**config.mk**
```make
export PLATFORM = sky130hd
export DESIGN_NAME = spart_io
export DESIGN_NICKNAME = d
export VERILOG_FILES = /design/src/rtl/spart_pkg.sv /design/src/rtl/spart_tx_fifo.sv /design/src/rtl/spart_io.sv
export SDC_FILE = /design/constraint.sdc
export NUM_CORES = 1
export LEC_CHECK = 0
export CAP_MARGIN = 30
export CORE_UTILIZATION = 35
export DETAILED_ROUTE_END_ITERATION = 8
export PLACE_DENSITY = 0.49
export SYNTH_ARGS = -nofsm -noshare
export SYNTH_HDL_FRONTEND = slang
export SYNTH_SLANG_ARGS = --single-unit
```
**constraint.sdc**
```tcl
create_clock -name clk -period 2.35 [get_ports clk]
set_clock_uncertainty 0.2 [all_clocks]
set_input_delay 0.47 -clock clk [delete_from_list [all_inputs] [get_ports clk]]
set_output_delay 0.47 -clock clk [all_outputs]
set_load 0.02 [all_outputs]
```
**src/rtl/spart_pkg.sv**
```systemverilog
`default_nettype none
// ============================================================================
// spart_pkg : shared types and constants for the SPART serial I/O stage
// Rev 1.0
// ============================================================================
package spart_pkg;

    typedef enum logic [1:0] {
        TX_IDLE  = 2'd0,
        TX_START = 2'd1,
        TX_DATA  = 2'd2,
        TX_STOP  = 2'd3
    } tx_state_t;

    typedef enum logic [1:0] {
        RX_IDLE  = 2'd0,
        RX_START = 2'd1,
        RX_DATA  = 2'd2,
        RX_STOP  = 2'd3
    } rx_state_t;

    localparam int ST_RXV  = 15;
    localparam int ST_OVR  = 14;
    localparam int ST_FERR = 13;
    localparam int ST_TXF  = 12;
    localparam int ST_TXE  = 11;

    localparam logic IDLE_LINE = 1'b1;

endpackage : spart_pkg
`default_nettype wire

```
**src/rtl/spart_tx_fifo.sv**
```systemverilog
`default_nettype none
// ============================================================================
// spart_tx_fifo : TX_DEPTH x 8 transmit queue with full/empty flags
// Rev 1.0
// ============================================================================
module spart_tx_fifo #(
    parameter int TX_DEPTH = 4
) (
    input  logic       clk,
    input  logic       rst_n,
    input  logic       push,
    input  logic [7:0] push_data,
    input  logic       pop,
    output logic [7:0] pop_data,
    output logic       full,
    output logic       empty
);

    localparam int AW = $clog2(TX_DEPTH);

    logic [7:0]  mem_q [TX_DEPTH];
    logic [AW:0] wr_ptr_q, wr_ptr_d;
    logic [AW:0] rd_ptr_q, rd_ptr_d;
    logic        push_en;
    logic        pop_en;

    // Extra MSB on each pointer separates the full and empty cases.
    assign full     = (wr_ptr_q[AW] != rd_ptr_q[AW]) &&
                      (wr_ptr_q[AW-1:0] == rd_ptr_q[AW-1:0]);
    assign empty    = (wr_ptr_q == rd_ptr_q);
    assign push_en  = push & ~full;
    assign pop_en   = pop & ~empty;
    assign pop_data = mem_q[rd_ptr_q[AW-1:0]];

    always_comb begin
        wr_ptr_d = wr_ptr_q + {{AW{1'b0}}, push_en};
        rd_ptr_d = rd_ptr_q + {{AW{1'b0}}, pop_en};
    end

    always_ff @(posedge clk or negedge rst_n) begin
        if (!rst_n) begin
            wr_ptr_q <= '0;
            rd_ptr_q <= '0;
        end else begin
            wr_ptr_q <= wr_ptr_d;
            rd_ptr_q <= rd_ptr_d;
        end
    end

    always_ff @(posedge clk) begin
        if (push_en) begin
            mem_q[wr_ptr_q[AW-1:0]] <= push_data;
        end
    end

endmodule : spart_tx_fifo
`default_nettype wire

```
**src/rtl/spart_io.sv**
```systemverilog
`default_nettype none
// ============================================================================
// spart_io : 8N1 serial port stage - TX queue + serializer, RX deserializer
// Rev 1.0
// ============================================================================
module spart_io
    import spart_pkg::*;
#(
    parameter int BAUD_DIV = 5208,
    parameter int TX_DEPTH = 4
) (
    input  logic        clk,
    input  logic        rst_n,
    input  logic [7:0]  tx_byte,
    input  logic        tx_wr,
    input  logic        rx_rd,
    output logic [15:0] rd_data,
    output logic        stall,
    output logic        txd,
    input  logic        rxd
);

    localparam logic [15:0] c_baud_last = 16'(BAUD_DIV - 1);
    localparam logic [15:0] c_half_last = 16'(BAUD_DIV / 2 - 1);

    logic       fifo_pop;
    logic [7:0] fifo_data;
    logic       fifo_full;
    logic       fifo_empty;

    tx_state_t   tx_state_q, tx_state_d;
    logic [15:0] tx_cnt_q, tx_cnt_d;
    logic [2:0]  tx_bit_q, tx_bit_d;
    logic [7:0]  tx_shift_q, tx_shift_d;
    logic        txd_q, txd_d;

    rx_state_t   rx_state_q, rx_state_d;
    logic [1:0]  rx_sync_q, rx_sync_d;
    logic [15:0] rx_cnt_q, rx_cnt_d;
    logic [2:0]  rx_bit_q, rx_bit_d;
    logic [7:0]  rx_shift_q, rx_shift_d;
    logic [7:0]  rx_byte_q, rx_byte_d;
    logic        rx_valid_q, rx_valid_d;
    logic        overrun_q, overrun_d;
    logic        frame_err_q, frame_err_d;
    logic        rx_s;

    spart_tx_fifo #(
        .TX_DEPTH (TX_DEPTH)
    ) u_tx_fifo (
        .clk       (clk),
        .rst_n     (rst_n),
        .push      (tx_wr),
        .push_data (tx_byte),
        .pop       (fifo_pop),
        .pop_data  (fifo_data),
        .full      (fifo_full),
        .empty     (fifo_empty)
    );

    assign stall = tx_wr & fifo_full;
    assign txd   = txd_q;
    assign rx_s  = rx_sync_q[1];

    always_comb begin
        rd_data          = '0;
        rd_data[ST_RXV]  = rx_valid_q;
        rd_data[ST_OVR]  = overrun_q;
        rd_data[ST_FERR] = frame_err_q;
        rd_data[ST_TXF]  = fifo_full;
        rd_data[ST_TXE]  = fifo_empty && (tx_state_q == TX_IDLE);
        rd_data[7:0]     = rx_byte_q;
    end

    // Transmit serializer: every state lasts c_baud_last+1 cycles.
    always_comb begin
        tx_state_d = tx_state_q;
        tx_cnt_d   = tx_cnt_q;
        tx_bit_d   = tx_bit_q;
        tx_shift_d = tx_shift_q;
        txd_d      = txd_q;
        fifo_pop   = 1'b0;
        case (tx_state_q)
            TX_IDLE: begin
                if (!fifo_empty) begin
                    fifo_pop   = 1'b1;
                    tx_shift_d = fifo_data;
                    tx_cnt_d   = c_baud_last;
                    txd_d      = 1'b0;
                    tx_state_d = TX_START;
                end
            end
            TX_START: begin
                if (tx_cnt_q == 16'd0) begin
                    tx_state_d = TX_DATA;
                    tx_cnt_d   = c_baud_last;
                    tx_bit_d   = 3'd0;
                    txd_d      = tx_shift_q[0];
                    tx_shift_d = {1'b0, tx_shift_q[7:1]};
                end else begin
                    tx_cnt_d = tx_cnt_q - 16'd1;
                end
            end
            TX_DATA: begin
                if (tx_cnt_q == 16'd0) begin
                    tx_cnt_d = c_baud_last;
                    if (tx_bit_q == 3'd7) begin
                        tx_state_d = TX_STOP;
                        txd_d      = IDLE_LINE;
                    end else begin
                        tx_bit_d   = tx_bit_q + 3'd1;
                        txd_d      = tx_shift_q[0];
                        tx_shift_d = {1'b0, tx_shift_q[7:1]};
                    end
                end else begin
                    tx_cnt_d = tx_cnt_q - 16'd1;
                end
            end
            TX_STOP: begin
                if (tx_cnt_q == 16'd0) begin
                    tx_state_d = TX_IDLE;
                end else begin
                    tx_cnt_d = tx_cnt_q - 16'd1;
                end
            end
            default: tx_state_d = TX_IDLE;
        endcase
    end

    // A read clears the sticky flags unless a stop-bit event re-sets them this cycle.
    always_comb begin
        rx_sync_d   = {rx_sync_q[0], rxd};
        rx_state_d  = rx_state_q;
        rx_cnt_d    = rx_cnt_q;
        rx_bit_d    = rx_bit_q;
        rx_shift_d  = rx_shift_q;
        rx_byte_d   = rx_byte_q;
        rx_valid_d  = rx_valid_q & ~rx_rd;
        overrun_d   = overrun_q & ~rx_rd;
        frame_err_d = frame_err_q & ~rx_rd;
        case (rx_state_q)
            RX_IDLE: begin
                if (rx_s != IDLE_LINE) begin
                    rx_state_d = RX_START;
                    rx_cnt_d   = c_half_last;
                end
            end
            RX_START: begin
                if (rx_cnt_q == 16'd0) begin
                    if (rx_s == IDLE_LINE) begin
                        rx_state_d = RX_IDLE;
                    end else begin
                        rx_state_d = RX_DATA;
                        rx_cnt_d   = c_baud_last;
                        rx_bit_d   = 3'd0;
                    end
                end else begin
                    rx_cnt_d = rx_cnt_q - 16'd1;
                end
            end
            RX_DATA: begin
                if (rx_cnt_q == 16'd0) begin
                    rx_shift_d = {rx_s, rx_shift_q[7:1]};
                    rx_cnt_d   = c_baud_last;
                    if (rx_bit_q == 3'd7) begin
                        rx_state_d = RX_STOP;
                    end else begin
                        rx_bit_d = rx_bit_q + 3'd1;
                    end
                end else begin
                    rx_cnt_d = rx_cnt_q - 16'd1;
                end
            end
            RX_STOP: begin
                if (rx_cnt_q == 16'd0) begin
                    rx_state_d = RX_IDLE;
                    if (rx_s == IDLE_LINE) begin
                        rx_byte_d  = rx_shift_q;
                        rx_valid_d = 1'b1;
                        if (rx_valid_q && !rx_rd) begin
                            overrun_d = 1'b1;
                        end
                    end else begin
                        frame_err_d = 1'b1;
                    end
                end else begin
                    rx_cnt_d = rx_cnt_q - 16'd1;
                end
            end
            default: rx_state_d = RX_IDLE;
        endcase
    end

    always_ff @(posedge clk or negedge rst_n) begin
        if (!rst_n) begin
            tx_state_q  <= TX_IDLE;
            tx_cnt_q    <= '0;
            tx_bit_q    <= '0;
            tx_shift_q  <= '0;
            txd_q       <= IDLE_LINE;
            rx_state_q  <= RX_IDLE;
            rx_sync_q   <= {2{IDLE_LINE}};
            rx_cnt_q    <= '0;
            rx_bit_q    <= '0;
            rx_shift_q  <= '0;
            rx_byte_q   <= '0;
            rx_valid_q  <= 1'b0;
            overrun_q   <= 1'b0;
            frame_err_q <= 1'b0;
        end else begin
            tx_state_q  <= tx_state_d;
            tx_cnt_q    <= tx_cnt_d;
            tx_bit_q    <= tx_bit_d;
            tx_shift_q  <= tx_shift_d;
            txd_q       <= txd_d;
            rx_state_q  <= rx_state_d;
            rx_sync_q   <= rx_sync_d;
            rx_cnt_q    <= rx_cnt_d;
            rx_bit_q    <= rx_bit_d;
            rx_shift_q  <= rx_shift_d;
            rx_byte_q   <= rx_byte_d;
            rx_valid_q  <= rx_valid_d;
            overrun_q   <= overrun_d;
            frame_err_q <= frame_err_d;
        end
    end

endmodule : spart_io
`default_nettype wire

```
==> flow_results.org, run 1 <==
** Outcome
- The run finished with clean final reports.

** Clocking
- The clock reaches the later pin of the worst-skew pair after between 0.3 and 0.4 ns.
- Clock H-tree levels :: 3
- Bufs on Longest Clock Path :: 2
- Clock sinks :: 110
- TritonCTS buffer count :: 9
- Clock-pin slew of the registers on the worst-case setup and hold paths :: 0.08 ns
- TritonCTS clock tree :: built
- The cell sitting at the root of the clock tree is a clkbuf_16.

** Final layout
- Layout cells sized above 1 :: 0.258
- Count of nets after finishing :: 549
- Leaving out fill and tap cells, the most frequent cells in the layout are dfrtp_1, buf_4, edfxtp_1, a21oi_1, nor2_1.
- Relative area change from synthesis to final layout :: 19.9%
- The layout has between 1k and 1.5k filler cells.
- The repair_antennas step left the layout with diodes totalling 0.
- The finished layout holds between 700 and 800 standard cells, fillers aside.
- Most common cell after layout, fill and taps aside :: dfrtp_1
- At the end of the flow the core is filled with cells to 0.433.

** Power
- Across the VDD grid, the largest voltage drop is 657 µV.
- Of the total power, combinational logic draws 0.425.
- The analysis attributes to cell leakage a power of around 2.8 nW.
- Cell internal power was estimated by the tool at 4.75 mW.
- Sw Ratio :: 0.338
- P per Cell Area :: between 1000 and 1500 nW/µm²
- For this design the total switching power over the nets is 2.43 mW.
- Clock share of power :: 0.206
- Total power :: 7.17 mW
- The share of total power dissipated in sequential elements is 0.369.

** Global route
- Overall overflow remaining after global route :: 0
- For met2 alone, demand over resource in global routing was 0.238.
- Wire length of the first global-routing pass :: approximately 19000 µm
- Across every metal layer, demand over resource in global routing totals 0.147.
- Pin count of the biggest net entering global routing :: 54
- Top Usage Layer GRT :: met2
- Antenna violations before repair :: 0
- For this run, global-route usage on met1 was measured as 0.197.
- Vias in the first global route :: about 3.7k
- For met3 alone, demand over resource in global routing was 0.0376.

** Drt
- Detailed routing inserted a total of 3649 vias.
- Once detail routing completed, the nets flagged for antenna violations numbered 0.
- Before antenna repair, the detailed router went through 4 iterations.
- Number of DRC violations after detailed routing :: 0
- Routed length per instance :: 15.0 µm
- DRT iter0 DRCs :: 186
- The final layout contains routed wiring with a total length of 11000 µm.
- Detailed-route vias per instance :: 4.99

** STA
- For the pin with the worst max-slew slack, the measured transition is roughly 0.68 ns.
- Counting I/O delays and the setup requirement, the final critical path takes 2.30 ns.
- Maximum frequency from static timing analysis :: between 0.4 and 0.5 GHz
- Headroom to the max-slew limit came out at 0.545.
- The count of pins over their slew limit is 0.
- Unrepaired setup endpoints after global routing :: true
- The final hold violation count was 0.
- Dividing the final minimum period by the clock period gives 0.977.
- Endpoints failing setup :: 0
- Once routing completed, OpenROAD measured the worst setup slack at 0.0540 ns.

** Placement
- During placement, the flow inserted port buffers numbering 27.
- GP Congestion :: 0.780
- Once placement completed, the tool counted placed cells totaling ~700.
- The HPWL after detailed placement is between 7000 and 8000 µm.
- OpenSTA, run right after detailed placement, puts the worst setup slack at -0.0275 ns.

** Synth
- Post-Syn Instances :: ~450
- Number of synthesized flops with an enable pin :: 32
- Unique masters post-synth :: just over 70
- Synthesis Warnings :: 0
- Summing every instance area after synthesis gives 5530 µm².
- Flip-flop and latch count after synthesis :: 110
- Average cell area after synthesis :: 12.4 µm²
- The share of the Yosys chip area taken by registers is 0.527.
- Top_reg_cell synth :: dfrtp_1
- Async set-or-reset flop fraction in the synthesized netlist :: 0.709

** Setup path
- STA classifies the critical path startpoint as a flop.
- Data on the critical path arrives at its endpoint at 1.63 ns.
- The startpoint identified for the worst register-to-register timing path is rx_cnt_q[1].
- Critical path peak fanout :: 3
- The worst setup path is captured at an output port.
- The setup path with the least slack is of type flop to output port.
- The most critical setup path has its startpoint at u_tx_fifo.wr_ptr_q[2].
- Worst path required time :: 1.68 ns

** Floorplan
- Number of top-level design ports :: 31
- From left edge to right edge, the die measures 128 µm.
- The floorplan step defined a die boundary enclosing 16300 µm².
- The initialized floorplan defines 45 standard-cell rows.
- Initial standard-cell utilization of the core :: 0.361
- Measured along the y axis, the die boundary spans 128 µm.
- Core region area :: between 15000 and 20000 µm²

** Run
- The tool flagged a number of max-cap violations equal to 0.

** Worst hold path
- In this run the most critical hold path is launched from rx_sync_q[0].
- Hold Crit Class :: flop to flop
==> metrics by stage <==
stage               area (µm²)  setup TNS, ns  hold WS (ns)
CTS                       6620              0         0.169
global route              6630        -0.0848         0.183
global placement          6320        -0.0187         0.148
finish                    6630              0         0.167
floorplan                 5540              0       -0.0256
detailed placement        6320        -0.0275         0.149
==> power groups by stage <==
stage	registers [mW]	logic [mW]	clock network [mW]
global placement	2.66	3.06	0
CTS	2.64	3.09	1.53
floorplan	2.65	2.15	0
detailed placement	2.67	3.09	0
global route	2.69	3.38	1.61
finish	2.64	3.05	1.48
==> metal layers <==
| metal | part of all wire | wire length [µm] |
|---|---|---|
| met1 | 0.50 | 5480 |
| met2 | 0.46 | 5060 |
| met3 | 0.028 | 309 |
| met4 | 0.0099 | 108 |
| met5 | 0 | 0 |
==> flip-flops by register name (all words and copies together) (netlist names), named ones only <==
register	flops
rx_byte_q	8
u_tx_fifo.mem_q	32
overrun_q	1
rx_sync_q	2
rx_state_q	1
rx_shift_q	8
rx_valid_q	1
tx_bit_q	3
u_tx_fifo.rd_ptr_q	3
u_tx_fifo.wr_ptr_q	3
txd	1
rx_cnt_q	16
rx_bit_q	3
frame_err_q	1
tx_cnt_q	16
tx_shift_q	8
tx_state_q	2
==> Yosys cell counts (7+ instances only) <==
cell	number	area share
mux4_2	8	0.033
nor3_1	10	0.0090
inv_1	20	0.014
nor2_1	24	0.016
o21ai_0	18	0.016
mux2_4	8	0.022
ha_1	21	0.047
buf_4	10	0.014
edfxtp_1	32	0.17
mux2_2	20	0.041
dfrtp_1	75	0.34
nand2_1	17	0.012
nor4_1	8	0.0090
a21oi_1	25	0.023
xor2_1	9	0.014
xnor2_1	7	0.011
==> repair_timing <==
item                                    CTS  global route
pin swaps                                 0             0
setup buffers                             0             1
hold buffers                              1             0
endpoints found under the setup margin    3            20
hold endpoints to repair                 35             0
resized for setup                        11             4
==> layout make-up <==
type	instances	area, µm²	share of cell area
clock inverter	6	52.6	0.00792
clock buffer	10	229	0.0345
sequential	110	2920	0.440
multi-input combinational	295	2410	0.364
inverter	20	75.1	0.0113
tap	211	264	0.0398
timing repair buffer	79	679	0.102
==> cells by family after synthesis <==
family | share of synthesized area
simple gates | 0.119
flops | 0.527
compound gates | 0.133
buf+inv | 0.0409
fa+ha+maj | 0.0475
xor+xnor | 0.0253
other cells | 0.000678
mux | 0.107
==> critical path: stages (launching register included) <==
cell and delay [ns]:
dfrtp_1 0.40, xnor2_1 0.23, buf_4 0.16, and4_1 0.20
clkdlybuf4s15_2 0.28
==> path summary, 6_finish.rpt <==
check,slack [ns],to,depth (start not counted)
max,0.05,rd_data[11],4
min,0.17,rx_sync_q[1],0
max reg2reg,0.12,rx_cnt_q[12],9
min reg2reg,0.17,rx_sync_q[1],0
max in group asynchronous,0.84,tx_cnt_q[12],3
min in group asynchronous,0.51,rx_cnt_q[0],2
(Power assumes the default switching activity.)
==> inputs of run 2 (changes only) <==
Settings changed: CORE_MARGIN set to 1.5.
==> flow_results.org, run 2 (same netlist as run 1, synthesis figures left out) <==
** Outcome
- Status: finished, final reports clean (unchanged).

** Drt
- The routed via count was 3632 (was 3649).
- The detailed-route wire length per cell came to 15.2 µm (was 15.0 µm).
- Detailed-route vias per instance :: 4.99 (about the same)
- Remaining antenna violation count after routing :: 0 (unchanged)
- The count of TritonRoute iterations in the first routing pass came to 4 (unchanged).
- DRT iter0 DRCs :: 227 (was 186)
- The detailed-route wire length is 11100 µm (was 11000 µm).
- The count of unresolved DRC violations after routing came to 0 (unchanged).

** Global route
- The number of antenna violations at the first check in global routing is 0 (unchanged).
- Vias in the first global route :: 3623 (was 3734)
- The maximum number of pins on one net before global-route repair came to 48 (was 54).
- Total routing resource utilization after global routing :: 0.145 (was 0.147)
- The sum of overflow across all layers after global routing came to 0 (unchanged).
- Wire length of the first global-routing pass :: 18800 µm (about the same)

** Final layout
- The synthesis-to-layout area growth came to 20.3% (was 19.9%).
- The number of nets at the end of the flow came to 546 (was 549).
- Layout cells sized above 1 :: 0.263 (was 0.258)
- Count of placed standard cells in the final layout, fillers left out :: 728 (was 731)
- The flip-flop count of the largest register, all copies and words added is 32 (unchanged).
- Most used cells in the layout excluding fill and tap cells :: dfrtp_1, buf_4, edfxtp_1, a21oi_1, nor2_1 (unchanged)
- Most common cell after layout, fill and taps aside :: dfrtp_1 (unchanged)
- Ant diodes :: 0 (unchanged)

** Clocking
- The library cell used as clock root buffer was clkbuf_16 (unchanged).
- The maximum clock path buffer count came to 2 (unchanged).
- Clock sinks :: 110 (unchanged)
- The clock buffer count from CTS came to 9 (unchanged).
- TritonCTS clock tree :: built (unchanged)
- Clock Latency Late Sink :: 0.36 ns (was 0.35 ns)
- Clock-pin slew of the registers on the worst-case setup and hold paths :: 0.08 ns (about the same)
- Clock H-tree levels :: 3 (unchanged)

** STA
- The count of pins over their slew limit came to 0 (unchanged).
- Maximum frequency from static timing analysis :: 0.433 GHz (was 0.436 GHz)
- The final worst-path cycle share was 0.983 (was 0.977).
- The normalized max-slew margin is 0.598 (was 0.545).
- Endpoints failing setup :: 0 (unchanged)
- Unrepaired setup endpoints after global routing :: true (unchanged)
- The minimum clock period was 2.31 ns (was 2.30 ns).
- The slew at the pin with the worst max-slew slack was 0.603 ns (was 0.682 ns).
- Final Hold Violating Endpoints :: 0 (unchanged)

** Setup path
- The critical path data required time was 1.68 ns (about the same).
- The startpoint of the most critical setup path was u_tx_fifo.rd_ptr_q[2] (was u_tx_fifo.wr_ptr_q[2]).
- The highest net fanout along the worst path is 2 (was 3).
- The arrival time at the worst endpoint came to 1.64 ns (was 1.63 ns).
- The kind of capture point of the worst setup path is an output port (unchanged).
- Critical path type :: flop to output port (unchanged)
- The reg2reg setup slack came to 0.12 ns (about the same).
- Launching point of the worst reg2reg path :: tx_cnt_q[0] (was rx_cnt_q[1])
- Crit path launch type :: flop (unchanged)

** Floorplan
- Row cnt :: 45 (unchanged)
- Number of top-level design ports :: 31 (unchanged)
- The die boundary height is 129 µm (was 128 µm).
- Initial standard-cell utilization of the core :: 0.361 (unchanged)
- Overall die width :: 129 µm (was 128 µm)
- The area enclosed by the die boundary was 16600 µm² (was 16300 µm²).
- Core region area :: 15300 µm² (unchanged)

** Power
- The areal power density over the cells is 1100 nW/µm² (was 1080 nW/µm²).
- The share of total power in combinational logic came to 0.426 (was 0.425).
- The switching part of the total power is 0.347 (was 0.338).
- Worst supply voltage drop on vdd :: 597 µV (was 657 µV)
- Sequential Power Share :: 0.361 (was 0.369)
- Int Power :: 4.79 mW (was 4.75 mW)
- The total power was 7.34 mW (was 7.17 mW).
- The clock share of power is 0.212 (was 0.206).
- The net switching power came to 2.55 mW (was 2.43 mW).
- Leakage power figure :: 2.77 nW (was 2.75 nW)

** Placement
- Dpl hpwl :: 7570 µm (was 7600 µm)
- GP Congestion :: 0.790 (was 0.780)
- Port buffer count :: 27 (unchanged)
- DP Cell Count :: 707 (was 713)

** Run
- The number of max-cap violations was 0 (unchanged).

** Worst hold path
- Worst Hold Launch :: rx_sync_q[0] (unchanged)
- The worst min-delay path category is flop to flop (unchanged).
==> run 2: through the flow <==
stage / hold WS (ns) / setup TNS (ns) / setup WS, ns / area (µm²) / utilization
3_5_place_dp: 0.0819 / -0.0605 / -0.0605 / 6280 / 0.410
2_1_floorplan: -0.0256 / 0 / 0.174 / 5540 / -
4_1_cts: 0.159 / -0.000776 / -0.000776 / 6600 / 0.431
5_1_grt: 0.169 / -0.00667 / -0.00667 / 6660 / 0.435
6_report: 0.158 / 0 / 0.0394 / 6660 / 0.435
3_3_place_gp: 0.0832 / -0.0192 / -0.0192 / 6280 / 0.410
==> run 2: worst paths after layout <==
check | endpoint | cells after the start
min in group asynchronous | rx_cnt_q[1] | 2
setup reg to reg | tx_shift_q[1] | 7
max in group asynchronous | tx_bit_q[1] | 3
hold / removal | rx_sync_q[1] | 0
setup / recovery | stall | 5
hold reg to reg | rx_sync_q[1] | 0
==> run 2: area by class of cell <==
type | instances | area (µm²)
well taps | 211 | 264
repair buffers | 76 | 654
clock inverters | 7 | 76.3
fillers | 1454 | 8660
clock buffers | 9 | 225
inverters | 20 | 75.1
flip-flops and latches | 110 | 2920
multi-input cells | 295 | 2440
==> run 2: worst max-delay path, stage by stage (launching register included) <==
cell,delay (ns)
dfrtp_1,0.43
xnor2_2,0.17
or3_4,0.40
inv_2,0.06
and2_4,0.13
buf_6,0.10
==> run 2: power groups by stage <==
stage / clock [mW] / sequential, mW / combinational (mW)
global placement: 0 / 2.67 / 3.04
CTS: 1.60 / 2.65 / 3.10
floorplan: 0 / 2.65 / 2.15
detailed placement: 0 / 2.68 / 3.08
finish: 1.56 / 2.65 / 3.13
global route: 1.69 / 2.70 / 3.43
==> run 2: per-layer routing <==
layer  vias to the layer above  track usage  part of all wire
met5                         -            0                 0
met4                         0       0.0370             0.010
met3                        10       0.0383             0.033
met2                        56        0.224              0.46
met1                      1784        0.204              0.50
li1                       1782            -                 -
==> run 2: timing repair <==
action / 4_1_cts / 5_1_grt
buffers inserted: 0 / 4
pin swaps: 0 / 1
endpoints found under the hold margin: 46 / 0
hold buffers: 1 / 0
resized for setup: 12 / 11
setup endpoints to repair: 3 / 26
==> inputs of run 3 (changes only) <==
Settings changed: CORE_UTILIZATION 35 to 53, PLACE_DENSITY 0.49 to 0.7.
==> flow_results.org, run 3 (same netlist as run 1, synthesis figures left out) <==
** Final layout
- Area of all sequential standard cells :: 2920 µm² (unchanged)
- The number of nets at the end of the flow came to 538 (was 546).
- Layout Utilization :: 0.626 (was 0.435)
- The synthesis-to-layout area growth was 15.8% (was 20.3%).
- Layout cells sized above 1 :: 0.250 (was 0.263)
- Most common cell after layout, fill and taps aside :: dfrtp_1 (unchanged)
- Flip-flop count of the largest register, all copies and words added :: 32 (unchanged)
- Ant diodes :: 0 (unchanged)
- Final-layout fill cell count :: 780 (was 1454)
- Most used cells in the layout excluding fill and tap cells: dfrtp_1, buf_4, edfxtp_1, a21oi_1, nor2_1 (unchanged).
- The cell area after layout was 6410 µm² (was 6660 µm²).
- Area of the multi-input gates :: 2450 µm² (was 2440 µm²)
- The final non-filler cell total is 645 (was 728).

** Global route
- Total routing resource utilization after global routing :: 0.195 (was 0.145)
- Antenna violations before repair :: 0 (unchanged)
- The maximum number of pins on one net before global-route repair was 33 (was 48).
- Vias in the first global route :: 3708 (was 3623)
- Wire length of the first global-routing pass :: 17300 µm (was 18800 µm)
- Overall overflow remaining after global route :: 0 (unchanged)

** Setup path
- Kind of capture point of the worst setup path :: output port (unchanged)
- The kind of launch point of the worst setup path was a flop (unchanged).
- The highest net fanout along the worst path was 2 (unchanged).
- Worst path required time :: 1.68 ns (about the same)
- Worst Path Arrival :: 1.63 ns (was 1.64 ns)
- The class of the most critical setup path is flop to output port (unchanged).

** Clocking
- Cell at the root of the clock tree :: clkbuf_8 (was clkbuf_16)
- The TritonCTS clock tree is built (unchanged).
- Clock H-tree levels :: 3 (unchanged)
- Bufs on Longest Clock Path :: 2 (unchanged)
- Post-CTS setup-driven buffer insertion count :: 0 (unchanged)
- Clock sinks :: 110 (unchanged)
- TritonCTS buffer count :: 9 (unchanged)
- Clock Latency Late Sink :: 0.37 ns (was 0.36 ns)
- The CTS clock-pin slew for the worst setup and hold paths was 0.10 ns (was 0.08 ns).

** Placement
- The number of port buffers came to 27 (unchanged).
- Dpl hpwl :: 7030 µm (was 7570 µm)
- GP Congestion :: 0.849 (was 0.790)
- DP Cell Count :: 628 (was 707)
- The standard cell area after detailed placement came to 6140 µm² (was 6280 µm²).
- Place WS :: -0.0439 ns (was -0.0605 ns)

** Floorplan
- Row cnt :: 37 (was 45)
- Initial standard-cell utilization of the core :: 0.541 (was 0.361)
- Vertical die dimension :: 105 µm (was 129 µm)
- Number of top-level design ports :: 31 (unchanged)
- The total core area is 10200 µm² (was 15300 µm²).
- Area enclosed by the die boundary :: 11100 µm² (was 16600 µm²)
- The die extent in x came to 105 µm (was 129 µm).

** STA
- Worst setup slack after layout :: 0.0487 ns (was 0.0394 ns)
- The slew at the pin with the worst max-slew slack came to 0.547 ns (was 0.603 ns).
- The count of pins over their slew limit came to 0 (unchanged).
- The count of endpoints failing setup in the final report came to 0 (unchanged).
- The final worst-path cycle share is 0.979 (was 0.983).
- The final hold violation count is 0 (unchanged).
- The minimum clock period came to 2.30 ns (was 2.31 ns).
- Minimum hold slack :: 0.160 ns (was 0.158 ns)
- The achievable clock frequency was 0.435 GHz (was 0.433 GHz).
- Remaining max-slew budget at the tightest pin :: 0.635 (was 0.598)

** Drt
- Routed length per instance :: 15.3 µm (was 15.2 µm)
- The wire length on met3 was 291 µm (was 365 µm).
- Met1 WL :: 4770 µm (was 5510 µm)
- The mean number of vias per cell was 5.63 (was 4.99).
- Detailed-routing iteration count for the pre-antenna-repair pass :: 4 (unchanged)
- The count of routing violations after the opening detailed-route iteration is 148 (was 227).
- Number of DRC violations after detailed routing :: 0 (unchanged)
- The detailed-route wire length is 9890 µm (was 11100 µm).
- The uppermost metal layer occupied by signal nets is met4 (unchanged).
- Routed via count :: 3634 (was 3632)
- The met2 layer wire length in the routed design came to 4730 µm (was 5070 µm).
- Remaining antenna violation count after routing :: 0 (unchanged)

** Power
- Leakage power figure :: 2.68 nW (was 2.77 nW)
- Worst supply voltage drop on vdd :: 774 µV (was 597 µV)
- P per Cell Area :: 1090 nW/µm² (was 1100 nW/µm²)

** Worst hold path
- Hold Crit Class :: flop to flop (unchanged)

** Outcome
- Status :: finished, final reports clean (unchanged)

** Run
- The number of max-cap violations is 0 (unchanged).
==> run 3: changes by cell type in the layout (fill, tap and decap cells not counted), sizes merged <==
cell	previous run	this run
buf	52	44
bufinv	0	2
clkbuf	9	13
clkinv	2	1
inv	25	20
==> run 3: power by group <==
group,internal (mW),total (mW),switching (mW),leakage (nW)
sequential,2.39,2.65,0.262,1.27
combinational,1.63,3.08,1.46,1.30
clock,0.634,1.23,0.601,0.108
==> run 3: layout make-up <==
class | instances | share of cell area
clock buffers | 13 | 0.0232
clock inverters | 3 | 0.0107
inverters | 20 | 0.0117
multi-input cells | 295 | 0.382
flip-flops and latches | 110 | 0.455
well taps | 136 | 0.0266
repair buffers | 68 | 0.0908
==> run 3: per-layer routing <==
metal,global-route usage,vias to the layer above
li1,-,1774
met1,0.268,1795
met2,0.317,57
met3,0.0381,8
met4,0.0519,0
met5,0,-
==> run 3: per-stage QoR <==
step / total power, mW / TNS (ns)
after floorplan: 4.80 / 0
after CTS: 6.99 / 0
after global placement: 5.62 / -0.0222
after global routing: 7.42 / -0.0100
final: 6.97 / 0
after detailed placement: 5.72 / -0.0653
==> run 3: timing repair <==
action	in CTS	in global routing
hold endpoints to repair	28	0
gates resized for setup	16	8
gates cloned	0	0
hold buffers	1	0
setup endpoints to repair	3	11
pin swaps	0	2
==> run 3: critical path, cell delays in order, from the launching register on <==
cell and delay (ns):
dfrtp_1 0.40, xor2_1 0.17, or3_4 0.40, inv_2 0.06, and2_4 0.13, buf_6 0.10
==> run 3: final timing paths <==
path,startpoint,to,slack [ns],cells past startpoint
max,u_tx_fifo.wr_ptr_q[1],stall,0.05,5
min,rx_sync_q[0],rx_sync_q[1],0.16,0
min in group asynchronous,rst_n,rx_cnt_q[2],0.38,2
max reg2reg,tx_cnt_q[8],tx_shift_q[7],0.08,5
max in group asynchronous,rst_n,rx_cnt_q[15],0.91,3
min reg2reg,rx_sync_q[0],rx_sync_q[1],0.16,0
==> variant 1 (config.mk and constraints of run 2) <==
Set the parameter `BAUD_DIV` to 2604 (it was 5208).
--- a/src/rtl/spart_io.sv
+++ b/src/rtl/spart_io.sv
@@ -6,7 +6,7 @@
 module spart_io
     import spart_pkg::*;
 #(
-    parameter int BAUD_DIV = 5208,
+    parameter int BAUD_DIV = 2604,
     parameter int TX_DEPTH = 4
 ) (
     input  logic        clk,
Behaviour: same outputs for any inputs over 10 cycles, from zero or initial values and one cycle with rst_n low; that may be too few to reach the edited logic, so the function may still have changed.
==> variant 1 against run 2 <==
- sequential cell count unchanged
- cell area up 6.7%
- sequential share of layout area down 2.8 points
- total power up 8.7%
- synthesized area down 0.11%
- worst setup slack worse by 0.017 ns
- wire length up 8.7%
- first-iteration DRC count down 22%
==> variant 1: results (changes against run 2) <==
* Max VDD drop at 516 uV (-14%)
* Metal1 wirelength at 5820 um (+5.6%)
* Post-Route WL at 12000 um (+8.7%)
* Largest net degree at the start of global routing at 35 (-27%)
* Vias in the first global route at 4162 (+15%)
* GPL Wtd Cong at 0.857 (+8.4%)
* CP max stage delay at 0.58 ns (+0.15 ns)
* Gate power share at 48.0% (+5.4 points)
* Pwr Total at 7.98 mW (+8.7%)
* Vias per cell at 5.01 (+0.42%)
* Cells after DPL at 771 (+9.1%)
* Worst EP arrival at 2.37 ns (+0.73 ns)
* DP Area at 6520 um2 (+3.9%)
* Met3 Wirelength at 237 um (-35%)
* Met3 usage at 3.28% (-0.54 points)
* Status: finished clean
* Slowest-stage cell, CP: or4_4
* Net Sw Frac at 36.1% (+1.4 points)
* Post-Layout Cell Count at 798 (+9.6%)
* Global-route wire length before repair at 20300 um (+8.4%)
* Nets at 616 (+13%)
* Met2 Use GR at 25.5% (+3.1 points)
* DP Worst Slack at -0.0672 ns (-0.00669 ns)
* P_leak at 3.02 nW (+9.0%)
* Post-Synthesis Cells at 481 (+7.8%)
* Register area share after synthesis at 52.8% (+0.060 points)
-- variant 1: cell count changes in the layout (fill, tap and decap cells not counted), moves of 4 or more --
| cell | delta |
|---|---|
| buf_4 | +37 |
| inv_2 | +4 |
| mux2_1 | -5 |
| o2bb2ai_1 | -4 |
| nor2_1 | +11 |
| mux2i_1 | +5 |
| or4_1 | +4 |
| nand2_1 | +19 |
| nand3_1 | +5 |
-- variant 1: final cells by class --
type	instances	area [um2]
Fill cell	1443	8210
Inverter	23	86.3
Sequential cell	110	2920
Clock inverter	7	86.3
Tap cell	211	264
Clock buffer	9	225
Timing Repair Buffer	114	941
Multi-Input combinational cell	324	2580
-- variant 1: path summary, 6_finish.rpt --
path / start / endpoint / slack, ns / depth (start not counted)
worst max-delay path: tx_cnt_q[7] / tx_shift_q[2] / 0.02 / 6
worst max register to register: tx_cnt_q[7] / tx_shift_q[2] / 0.02 / 6
max in group asynchronous: rst_n / rx_cnt_q[7] / 0.89 / 3
worst min-delay path: rx_sync_q[0] / rx_sync_q[1] / 0.16 / 0
worst min register to register: rx_sync_q[0] / rx_sync_q[1] / 0.16 / 0
min in group asynchronous: rst_n / rx_cnt_q[11] / 0.42 / 2
-- variant 1: cells by family after synthesis --
| logic type | Yosys count | share of synthesized area, % |
|---|---|---|
| AOI/OAI and AO/OA | 98 | 11.5 |
| xor gates and xnor gates | 12 | 1.90 |
| adders and majority gates | 21 | 4.75 |
| buffers and inverters | 49 | 4.17 |
| DFF | 110 | 52.8 |
| muxes | 38 | 9.64 |
| other | 1 | 0.0679 |
| and+or+nand+nor | 152 | 15.2 |
-- variant 1: timing repair --
item,4_1_cts,5_1_grt
cloned,0,0
gates resized for setup,22,40
buffers inserted,4,7
hold endpoints to repair,30,0
hold buffers,1,0
endpoints found under the setup margin,16,58
pin swaps,3,14
==> variant 2 (flow settings as in run 2) <==
Without the edit above. The 4 states of `tx_state_t` get a Gray code encoding in 2 bits.
--- a/src/rtl/spart_pkg.sv
+++ b/src/rtl/spart_pkg.sv
@@ -6,10 +6,10 @@
 package spart_pkg;
 
     typedef enum logic [1:0] {
-        TX_IDLE  = 2'd0,
-        TX_START = 2'd1,
-        TX_DATA  = 2'd2,
-        TX_STOP  = 2'd3
+        TX_IDLE  = 2'b00,
+        TX_START = 2'b01,
+        TX_DATA  = 2'b11,
+        TX_STOP  = 2'b10
     } tx_state_t;
 
     typedef enum logic [1:0] {
Behaviour: same outputs for any inputs over 10 cycles, from zero or initial values and one cycle with rst_n low; not proved beyond that.
==> variant 2 against run 2 <==
- cell area up 1.5%
- global-route usage up 0.24 points
- wire length up 1.5%
- synthesized area down 1.7%
- maximum frequency up 0.86%
- worst setup slack better by 0.020 ns
- register-to-register slack worse by 0.06 ns
- sequential share of layout area down 0.66 points
- non-clock buffer count up 23
- sequential cell count unchanged
Power is not compared: it rests on default switching activity, and its combinational part moved more than twofold at a synthesized area within 25%.
==> variant 2: results (changes against run 2) <==
* Status: finished clean
* # fillers at 1379 (-5.2%)
* Worst-path clk slew at ~0.070 ns
* Ys async rst share at 70.9% (unchanged)
* Post-Route WL at 11200 um (+1.5%)
* DP Worst Slack at -0.0259 ns (+0.0346 ns)
* CP max stage delay at 0.50 ns (+0.07 ns)
* Worst slew margin at 66.9% (+7.1 points)
* Post-Synth Adder-Cell Area at 3.68% (-1.1 points)
* Slowest-stage cell, CP: or4b_4
* First-pass DRT Iterations at 4 (unchanged)
* Largest net degree at the start of global routing at 37 (-23%)
* Post-synthesis compound-gate area fraction at 12.7% (-0.55 points)
* GPL Wtd Cong at 0.818 (+3.5%)
* Vias per cell at 5.18 (+3.9%)
* Delay-heaviest family, CP: simple AND/OR/NAND/NOR gates
* Global-route wire length before repair at 19100 um (+1.7%)
* Most frequent cells after synthesis: dfrtp_1 (75), nand2_1 (43), edfxtp_1 (32), nor2_1 (32), mux2_1 (23)
* Max reg flops at 32 (unchanged)
* Worst EP arrival at 2.32 ns (+0.68 ns)
* Fraction of layout cells with a size suffix above 1 at 24.7% (-1.6 points)
* Post-DP HPWL at 7930 um (+4.7%)
* Synth Area in XOR/XNOR at 2.58% (+0.044 points)
* Worst Path Max Fanout at 8 (+6)
* Iteration-0 DRC Markers at 231 (+1.8%)
* Global Route Usage Sum at 14.8% (+0.24 points)
* Nets at 579 (+6.0%)
* R2r startpoint: rx_cnt_q[0]
* Multiplexer share of the synthesized area at 8.49% (-2.2 points)
* Vias in the first global route at 3809 (+5.1%)
* Main area contributors after synthesis: dfrtp_1 (35%), edfxtp_1 (18%), mux2_1 (4.8%)
* Root Driver: clkbuf_16
* Register area share after synthesis at 53.6% (+0.91 points)
* Setup crit start: rx_cnt_q[0]
* Ys flop type: dfrtp_1
## variant 2: cell types whose count changed in the layout (fill, tap and decap cells not counted), sizes merged, moves of 7 or more
cell,before,now
buf,52,72
mux2,33,25
a21oi,29,21
nand2,18,44
inv,25,17
nor2,25,32
## variant 2: final timing paths
| kind | endpoint | slack [ns] | cells past startpoint |
|---|---|---|---|
| worst max register to register | rx_shift_q[4] | 0.06 | 6 |
| max in group asynchronous | txd | 0.95 | 3 |
| worst max-delay path | rx_shift_q[4] | 0.06 | 6 |
| min in group asynchronous | rx_bit_q[0] | 0.40 | 2 |
| worst min-delay path | rx_sync_q[1] | 0.16 | 0 |
| worst min register to register | rx_sync_q[1] | 0.16 | 0 |
## variant 2: logic make-up (layout without fill, tap and decap cells)
family | after synthesis | count (layout)
flip-flops | 110 | 110
buffers and inverters | 43 | 130
adder cells (fa/ha/maj) | 16 | 16
AO/OA/AOI/OAI | 98 | 98
AND/OR/NAND/NOR | 149 | 149
XOR/XNOR | 16 | 16
multiplexers | 33 | 33
other | 1 | 3
## variant 2: area by class of cell
class,instances,share of cell area (%)
Multi-Input combinational cell,315,36.1
Inverter,15,0.833
Clock inverter,6,0.667
Sequential cell,110,43.2
Clock buffer,10,3.39
Timing Repair Buffer,99,12.4
Tap cell,188,3.48
## variant 2: routing by layer
metal	vias up	global-route usage (%)	share of wire [%]
met5	-	0	0
met4	0	4.76	1.2
met3	9	3.09	3.1
met2	67	23.1	46
met1	1881	20.6	49
li1	1894	-	-
## variant 2: timing repair
item | 4_1_cts | 5_1_grt
hold buffers | 1 | 0
resized for setup | 6 | 24
hold endpoints to repair | 26 | 0
pin swaps | 0 | 6
setup endpoints to repair | 19 | 40
setup buffers | 1 | 7
## variant 2: report_power, final
group / switching (mW) / leakage, nW / total [mW] / internal (mW)
combinational: 0.556 / 1.47 / 1.14 / 0.588
clock: 0.720 / 0.131 / 1.45 / 0.728
sequential: 0.220 / 1.27 / 2.50 / 2.28
total: 1.50 / 2.86 / 5.10 / 3.60
## variant 2: metrics by stage
stage	area (um2)	setup TNS [ns]	instances
4_1_cts	6630	0	736
2_1_floorplan	5450	0	468
5_1_grt	6760	-0.200	743
6_report	6760	0	743
3_5_place_dp	6320	-0.128	718
3_3_place_gp	6320	0	718
## variant 2: worst reg2reg max path, delay by kind of cell (launching register included)
kind / cells / cell delay [ns]
fa+ha+maj: 1 / 0.17
mux: 1 / 0.36
buf+inv: 1 / 0.07
flops: 1 / 0.39
simple gates: 3 / 0.99
